===== config.mk =====
export PLATFORM = sky130hd
export DESIGN_NAME = store_mailbox
export DESIGN_NICKNAME = d
export VERILOG_FILES = /design/src/rtl/store_mailbox.sv
export SDC_FILE = /design/constraint.sdc
export NUM_CORES = 1
export LEC_CHECK = 0
export ABC_AREA = 0
export CAP_MARGIN = 20
export CORE_ASPECT_RATIO = 1.2
export CORE_MARGIN = 4
export CORE_UTILIZATION = 55
export CTS_BUF_LIST = sky130_fd_sc_hd__clkbuf_8
export DETAILED_ROUTE_END_ITERATION = 8
export PLACE_DENSITY_LB_ADDON = 0.08
export REMOVE_ABC_BUFFERS = 1
export SETUP_SLACK_MARGIN = 0.5
export SYNTH_ARGS = -nofsm -noshare
export SYNTH_HDL_FRONTEND = slang
export SYNTH_SLANG_ARGS = --single-unit

===== constraint.sdc =====
create_clock -name clk -period 7.4 [get_ports clk]
set_input_delay 1.48 -clock clk [delete_from_list [all_inputs] [get_ports clk]]
set_output_delay 1.48 -clock clk [all_outputs]
set_load 0.005 [all_outputs]

===== src/rtl/store_mailbox.sv =====
// Store-capture mailbox on the core data bus: stores inside an address window are queued
// with their address and drained through a valid/ready stream; control/status via the same bus.
module store_mailbox #(
    parameter logic [31:0] BASE_ADDR = 32'h60,
    parameter int unsigned WINDOW    = 16,
    parameter logic [31:0] CTRL_ADDR = 32'h80,
    parameter logic [31:0] STAT_ADDR = 32'h84,
    parameter int unsigned DEPTH     = 4
) (
    input  logic                       clk,
    input  logic                       reset,
    input  logic                       MemWrite,
    input  logic [31:0]                DataAdr,
    input  logic [31:0]                WriteData,
    output logic [31:0]                ReadData,
    output logic                       out_valid,
    input  logic                       out_ready,
    output logic [31:0]                out_addr,
    output logic [31:0]                out_data,
    output logic [$clog2(DEPTH):0]     count,
    output logic                       overflow,
    output logic [7:0]                 drop_count
);

    localparam int PTR_W = $clog2(DEPTH);
    localparam int CNT_W = PTR_W + 1;

    function automatic logic [7:0] sat_inc8(input logic [7:0] v);
        return (v == 8'hFF) ? v : v + 8'd1;
    endfunction

    function automatic logic [31:0] pack_status(input logic [7:0] drops,
                                                input logic [CNT_W-1:0] cnt,
                                                input logic ovf,
                                                input logic is_full);
        logic [5:0] cnt6;
        cnt6 = 6'(cnt);
        return {16'b0, drops, cnt6, ovf, is_full};
    endfunction

    logic [PTR_W-1:0] wr_ptr_q, wr_ptr_d;
    logic [PTR_W-1:0] rd_ptr_q, rd_ptr_d;
    logic [CNT_W-1:0] count_q, count_d;
    logic             overflow_q, overflow_d;
    logic [7:0]       drop_count_q, drop_count_d;

    logic [31:0] mem_addr_q [DEPTH];
    logic [31:0] mem_data_q [DEPTH];

    logic in_window, ctrl_wr, push_req, full, pop, push_ok, drop, flush, clr;

    // Window bounds are compared in 33 bits so a window ending at 2^32 does not wrap.
    always_comb begin
        in_window = ({1'b0, DataAdr} >= {1'b0, BASE_ADDR}) &&
                    ({1'b0, DataAdr} <  ({1'b0, BASE_ADDR} + 33'(WINDOW)));
        ctrl_wr   = MemWrite && (DataAdr == CTRL_ADDR);
        push_req  = MemWrite && in_window && !ctrl_wr && (DataAdr != STAT_ADDR);
        full      = (count_q == CNT_W'(DEPTH));
        pop       = out_valid && out_ready;
        push_ok   = push_req && (!full || pop);
        drop      = push_req && full && !pop;
        flush     = ctrl_wr && WriteData[1];
        clr       = ctrl_wr && WriteData[0];
    end

    always_comb begin
        wr_ptr_d     = wr_ptr_q + PTR_W'(push_ok);
        rd_ptr_d     = rd_ptr_q + PTR_W'(pop);
        count_d      = count_q + CNT_W'(push_ok) - CNT_W'(pop);
        overflow_d   = overflow_q;
        drop_count_d = drop_count_q;
        if (flush) begin
            wr_ptr_d = '0;
            rd_ptr_d = '0;
            count_d  = '0;
        end
        if (clr) begin
            overflow_d   = 1'b0;
            drop_count_d = 8'd0;
        end else if (drop) begin
            overflow_d   = 1'b1;
            drop_count_d = sat_inc8(drop_count_q);
        end
    end

    always_ff @(posedge clk or negedge reset) begin
        if (!reset) begin
            wr_ptr_q     <= '0;
            rd_ptr_q     <= '0;
            count_q      <= '0;
            overflow_q   <= 1'b0;
            drop_count_q <= 8'd0;
        end else begin
            wr_ptr_q     <= wr_ptr_d;
            rd_ptr_q     <= rd_ptr_d;
            count_q      <= count_d;
            overflow_q   <= overflow_d;
            drop_count_q <= drop_count_d;
        end
    end

    // Entry storage carries no reset; it is only observed while out_valid is high.
    always_ff @(posedge clk) begin
        if (push_ok) begin
            mem_addr_q[wr_ptr_q] <= DataAdr;
            mem_data_q[wr_ptr_q] <= WriteData;
        end
    end

    always_comb begin
        out_valid  = (count_q != '0);
        out_addr   = mem_addr_q[rd_ptr_q];
        out_data   = mem_data_q[rd_ptr_q];
        count      = count_q;
        overflow   = overflow_q;
        drop_count = drop_count_q;
        ReadData   = (DataAdr == STAT_ADDR) ?
                     pack_status(drop_count_q, count_q, overflow_q, full) : 32'h0;
    end

endmodule


==> results of run 1 <==
==> flip-flops by register name, indices dropped and copies added (netlist names) <==
signal      cells
mem_addr_q    128
mem_data_q    128
drop_count      8
count           3
rd_ptr_q        2
wr_ptr_q        2
overflow        1
==> power groups by stage <==
| stage | sequential, W | combinational [W] | clock, W |
|---|---|---|---|
| global placement | 0.00171 | 0.0000590 | 0 |
| floorplan | 0.00172 | 0.00000511 | 0 |
| detailed placement | 0.00171 | 0.0000627 | 0 |
| finish | 0.00168 | 0.0000634 | 0.00112 |
| CTS | 0.00168 | 0.0000631 | 0.00116 |
| global route | 0.00168 | 0.0000684 | 0.00123 |
==> cell type report <==
cell class                 count  share of cell area (%)
clock inverter                31                    1.19
multi-input combinational    182                    17.4
timing repair buffer         164                    12.4
inverter                       5                   0.143
tap                          256                    2.45
sequential                   272                    61.8
clock buffer                  44                    4.62
==> routing by layer <==
| metal | vias to the layer above | part of all wire, % |
|---|---|---|
| met5 | - | 0.064 |
| met3 | 36 | 6.1 |
| met4 | 2 | 2.1 |
| met1 | 2692 | 40 |
| li1 | 2318 | - |
| met2 | 158 | 52 |
==> cell usage after synthesis, drive strengths merged <==
library cell / instances
edfxtp: 256
mux4: 64
buf: 29
dfrtp: 16
nor2: 16
and2: 15
nor4: 9
clkbuf: 8
xnor2: 7
ha: 5
inv: 5
nand3: 4
nor3: 4
or3: 4
nand2: 3
nand4: 3
nor2b: 3
nor3b: 3
o21ai: 3
a21oi: 2
and3: 2
and4: 2
nor4b: 2
xor2: 2
and4b: 1
and4bb: 1
conb: 1
fa: 1
mux2i: 1
nand3b: 1
nand4b: 1
o211ai: 1
o41ai: 1
or2: 1
or4b: 1
==> worst max-delay path, stage by stage <==
cell and delay (ns):
clkdlybuf4s50_1 0.50, nor4_2 0.42, nand4_2 0.34, and4bb_2 0.51
and2_1 0.17, nor3b_1 0.18, clkdlybuf4s50_1 0.53
==> path summary, 6_finish.rpt <==
path	endpoint	start	cells after the start	slack [ns]
worst max-delay path	ReadData[0]	DataAdr[26]	7	1.79
worst min-delay path	overflow	overflow	2	0.54
worst max register to register	mem_data_q[3][18]	count[1]	4	4.75
worst min register to register	overflow	overflow	2	0.54
max in group asynchronous	rd_ptr_q[1]	reset	1	5.44
min in group asynchronous	drop_count[5]	reset	1	1.40
==> metrics by stage <==
| step | cell area, µm² | instances |
|---|---|---|
| floorplan | 10400 | 459 |
| global placement | 12300 | 879 |
| detailed placement | 12300 | 879 |
| CTS | 13100 | 954 |
| global route | 13100 | 954 |
| finish | 13100 | 954 |
==> logic make-up after synthesis <==
logic type	count (synthesis)
flip-flops	272
AND/OR/NAND/NOR	76
multiplexers	65
buffers and inverters	42
XOR/XNOR	9
AO/OA/AOI/OAI	7
adder cells (fa/ha/maj)	6
other	1
==> impl_metrics.tcl, run 1 <==
set metrics [dict create \
    outcome "finished, final reports clean" \
    p_per_area_nw_per_um2 219 \
    drt-total-wl_um 20200 \
    switchingPower_w 0.000568 \
    leakagePower_nw 4.30 \
    hold_violations 0 \
    wl_per_cell_um 21.2 \
    gr-usage-met1_pct 24.7 \
    period_needed_ns 5.61 \
    swShare_pct 19.8 \
    tns_ns 0 \
    synth-seq-area-share_pct 77.0 \
    clkTransAtPathRegs_ns 0.06 \
    fin_hold_ws_ns 0.543 \
    synthTopCellsByArea "edfxtp_1, mux4_2, dfrtp_1" \
    total_power_w 0.00287 \
    coreArea_um2 18900 \
    floorplan.rows 55 \
    portBuffers 157 \
    root_buffer "clkbuf_8" \
    crit_fanout 12 \
    maxCapViolCount 0 \
    ios 177 \
    p_comb_share_pct 2.2 \
    cts_resized 0 \
    synthAdderAreaFrac_pct 0.786 \
    synthXorXnorAreaFrac_pct 0.750 \
    dp_hpwl_um 12400 \
    required_ns 5.92 \
    synth_area_um2 10500 \
    rsz0062_at_grt "false" \
    layout_commonest_cell "edfxtp_1" \
    slew_headroom_pct 34.3 \
    synthSimpleGateAreaFrac_pct 4.99 \
    tritoncts "yes" \
    clock_skew_ns 0.0107 \
    final_util_pct 69.4 \
    overflow 0 \
    multiInputGateArea_um2 2270 \
    syn-instance-count 478 \
    dr.pass1.iters 4 \
    clock_path_buffers 3 \
    use_met3_pct 4.96 \
    die_area_um2 21400 \
    path_class "input port to output pin" \
    tightestPinTransition_ns 0.986 \
    diodes 0 \
    setup_violations 0 \
    ir_drop_v 0.000146 \
    register_area_um2 8100 \
    arrival_ns 4.13 \
    top_usage_layer "met2" \
    htree_levels 2 \
    viasPerCell 5.46 \
    grt_pass1_wl_um 32300 \
    cts_hold_buf 0 \
    ys_ff_latch 272 \
    chipWidth_um 134 \
    drt_drc_violations_left 0 \
    gr-usage-met2_pct 33.3 \
    syn_avg_cell_area_um2 22.0 \
    clock_latency_ns 0.52 \
    slew_viol_final 0 \
    fmax_mhz 178 \
    synth_top_area_share_pct 73.1 \
    cts_buffers 41 \
    syn_to_final_growth_pct 24.6 \
    layout_common_cells "edfxtp_1, clkdlybuf4s50_1, mux4_2" \
    yosys_warnings 0 \
    synth_compound_area_share_pct 0.429 \
    place_ws_ns 1.75 \
    grt_usage_pct 19.5 \
    synth.distinct_cells 45 \
    antenna_found_initial 1 \
    fill_cells 1268 \
    setup_ws_ns 1.79 \
    grt_max_degree 66 \
    place.gp.congestion 0.835 \
    muxShareOfSynthArea_pct 13.8 \
    via_count 5206 \
    die-height_um 159 \
    yosysTopAreaCell "edfxtp_1" \
    start_kind "input port" \
    post_cts_buffers 0 \
    min_path_type "flop to flop" \
    drive_gt1_share_pct 20.9 \
    p_seq_share_pct 58.6 \
    clkSinkCount 272 \
    period_share_pct 75.8 \
    grt_pass1_vias 5828 \
    final_nets 740 \
    power.share.clock_pct 39.2 \
    synth_top_family_by_area "multiplexers" \
    detail-route-antenna-nets 0 \
    end_kind "output pin" \
    drt_iter0_markers 312 \
    p_int_w 0.00230 \
    initial_core_util_pct 55.7 \
]
No activity file was read; power rests on OpenSTA's default activity.
==> run 2: changes to the inputs <==
==> constraint.sdc (replaced) <==
create_clock -name clk -period 5.2 [get_ports clk]
set_input_delay 1.04 -clock clk [delete_from_list [all_inputs] [get_ports clk]]
set_output_delay 1.04 -clock clk [all_outputs]
set_load 0.005 [all_outputs]
==> impl_metrics.tcl, run 2 (same netlist as run 1, synthesis figures left out) <==
set metrics [dict create \
    chipWidth_um 134 \
    arrival_ns 3.49 \
    final_nets 746 \
    period_share_pct 87.2 \
    final_cells 948 \
    detail-route-antenna-nets 0 \
    path_class "input port to output pin" \
    end_kind "output pin" \
    grt_pass1_wl_um 31800 \
    drive_gt1_share_pct 21.0 \
    die-height_um 159 \
    die_area_um2 21400 \
    clock_path_buffers 3 \
    diodes 0 \
    fmax_mhz 221 \
    ios 177 \
    tightestPinTransition_ns 1.01 \
    critical-path-max-stage-delay_ns 0.53 \
    cts_buffers 42 \
    clock_latency_ns 0.51 \
    crit_top_cell "clkdlybuf4s50_1" \
    drt-total-wl_um 20000 \
    outcome "finished, final reports clean" \
    slew_headroom_pct 32.7 \
    grt_max_degree 66 \
    wl_per_cell_um 21.1 \
    dr.pass1.iters 5 \
    layout_common_cells "edfxtp_1, clkdlybuf4s50_1, mux4_2" \
    grt_pass1_vias 5760 \
    initial_core_util_pct 55.7 \
    path_buf_inv 2 \
    required_ns 4.16 \
    layout_commonest_cell "edfxtp_1" \
    cp_slowest_cell "clkdlybuf4s50_1" \
    clkSinkCount 272 \
    slew_viol_final 0 \
    floorplan.rows 55 \
    period_needed_ns 4.53 \
    hold_violations 0 \
    clock_skew_ns 0.0141 \
    rsz0062_at_grt "false" \
    leakagePower_nw 4.28 \
    ir_drop_v 0.000201 \
    min_path_type "flop to flop" \
    start_kind "input port" \
    cp_cell_sequence "clkdlybuf4s50_1 > nor4_2 > nand4_2 > and4bb_4 > and2_1 > nor3b_1 > clkdlybuf4s50_1" \
    p_per_area_nw_per_um2 308 \
    overflow 0 \
    fill_cells 1258 \
    crit_family "simple AND/OR/NAND/NOR gates" \
    crit_fanout 12 \
    via_count 5213 \
    grt_usage_pct 19.4 \
    tritoncts "yes" \
    place.gp.congestion 0.847 \
    syn_to_final_growth_pct 24.8 \
    portBuffers 157 \
    tns_ns 0 \
    root_buffer "clkbuf_8" \
    drt_iter0_markers 360 \
    coreArea_um2 18900 \
    place_inst 883 \
    setup_violations 0 \
    viasPerCell 5.50 \
    htree_levels 2 \
    drt_drc_violations_left 0 \
    dp_hpwl_um 12600 \
    maxCapViolCount 0 \
    antenna_found_initial 1 \
    clkTransAtPathRegs_ns 0.05 \
]
==> run 2: routing by layer <==
metal | wire (µm) | global-route usage [%] | up-vias
li1 | - | - | 2316
met1 | 8050 | 25.3 | 2697
met2 | 10300 | 32.3 | 175
met3 | 1260 | 5.12 | 23
met4 | 313 | 5.79 | 2
met5 | 13 | 0 | -
==> run 2: power breakdown <==
part           switching [W]  leakage, nW  internal [W]
combinational      0.0000419         1.36     0.0000475
clock               0.000723        0.404      0.000832
sequential      0.0000000567         2.52       0.00239
==> run 2: worst reg2reg max path, delay by kind of cell, from the launching register on <==
kind,cells,cell delay (ns)
xor+xnor,2,0.31
fa+ha+maj,3,0.75
buf+inv,2,0.11
flops,1,0.49
simple gates,3,0.88
==> run 2: final cells by class <==
| cell class | count | area (µm²) | area share [%] |
|---|---|---|---|
| clock buffers | 45 | 619 | 4.72 |
| clock inverters | 19 | 100 | 0.763 |
| inverters | 5 | 18.8 | 0.143 |
| multi-input cells | 182 | 2280 | 17.4 |
| flip-flops and latches | 272 | 8100 | 61.7 |
| well taps | 256 | 320 | 2.44 |
| repair buffers | 169 | 1690 | 12.9 |
==> run 2: what timing repair did <==
action,CTS,global route
hold buffers,0,0
resized for setup,1,0
setup buffers,1,0
setup endpoints to repair,1,0
==> run 2: path summary, 6_finish.rpt <==
path,start,end,cells after the start,slack (ns)
worst min-delay path,overflow,overflow,2,0.56
worst min register to register,overflow,overflow,2,0.56
max in group asynchronous,reset,rd_ptr_q[1],1,3.67
worst max-delay path,DataAdr[26],ReadData[0],7,0.67
min in group asynchronous,reset,count[1],1,0.97
worst max register to register,count[1],count[2],10,2.53
==> run 2: stage by stage <==
step | hold WS, ns | area, µm² | utilization [%] | worst slack [ns] | total power (W)
floorplan | 0.504 | 10400 | - | -2.20 | 0.00245
global placement | 0.524 | 12400 | 65.7 | 0.509 | 0.00252
detailed placement | 0.521 | 12400 | 65.7 | 0.458 | 0.00253
CTS | 0.554 | 13100 | 69.6 | 0.627 | 0.00409
global route | 0.577 | 13100 | 69.6 | 0.551 | 0.00421
finish | 0.556 | 13100 | 69.6 | 0.667 | 0.00404
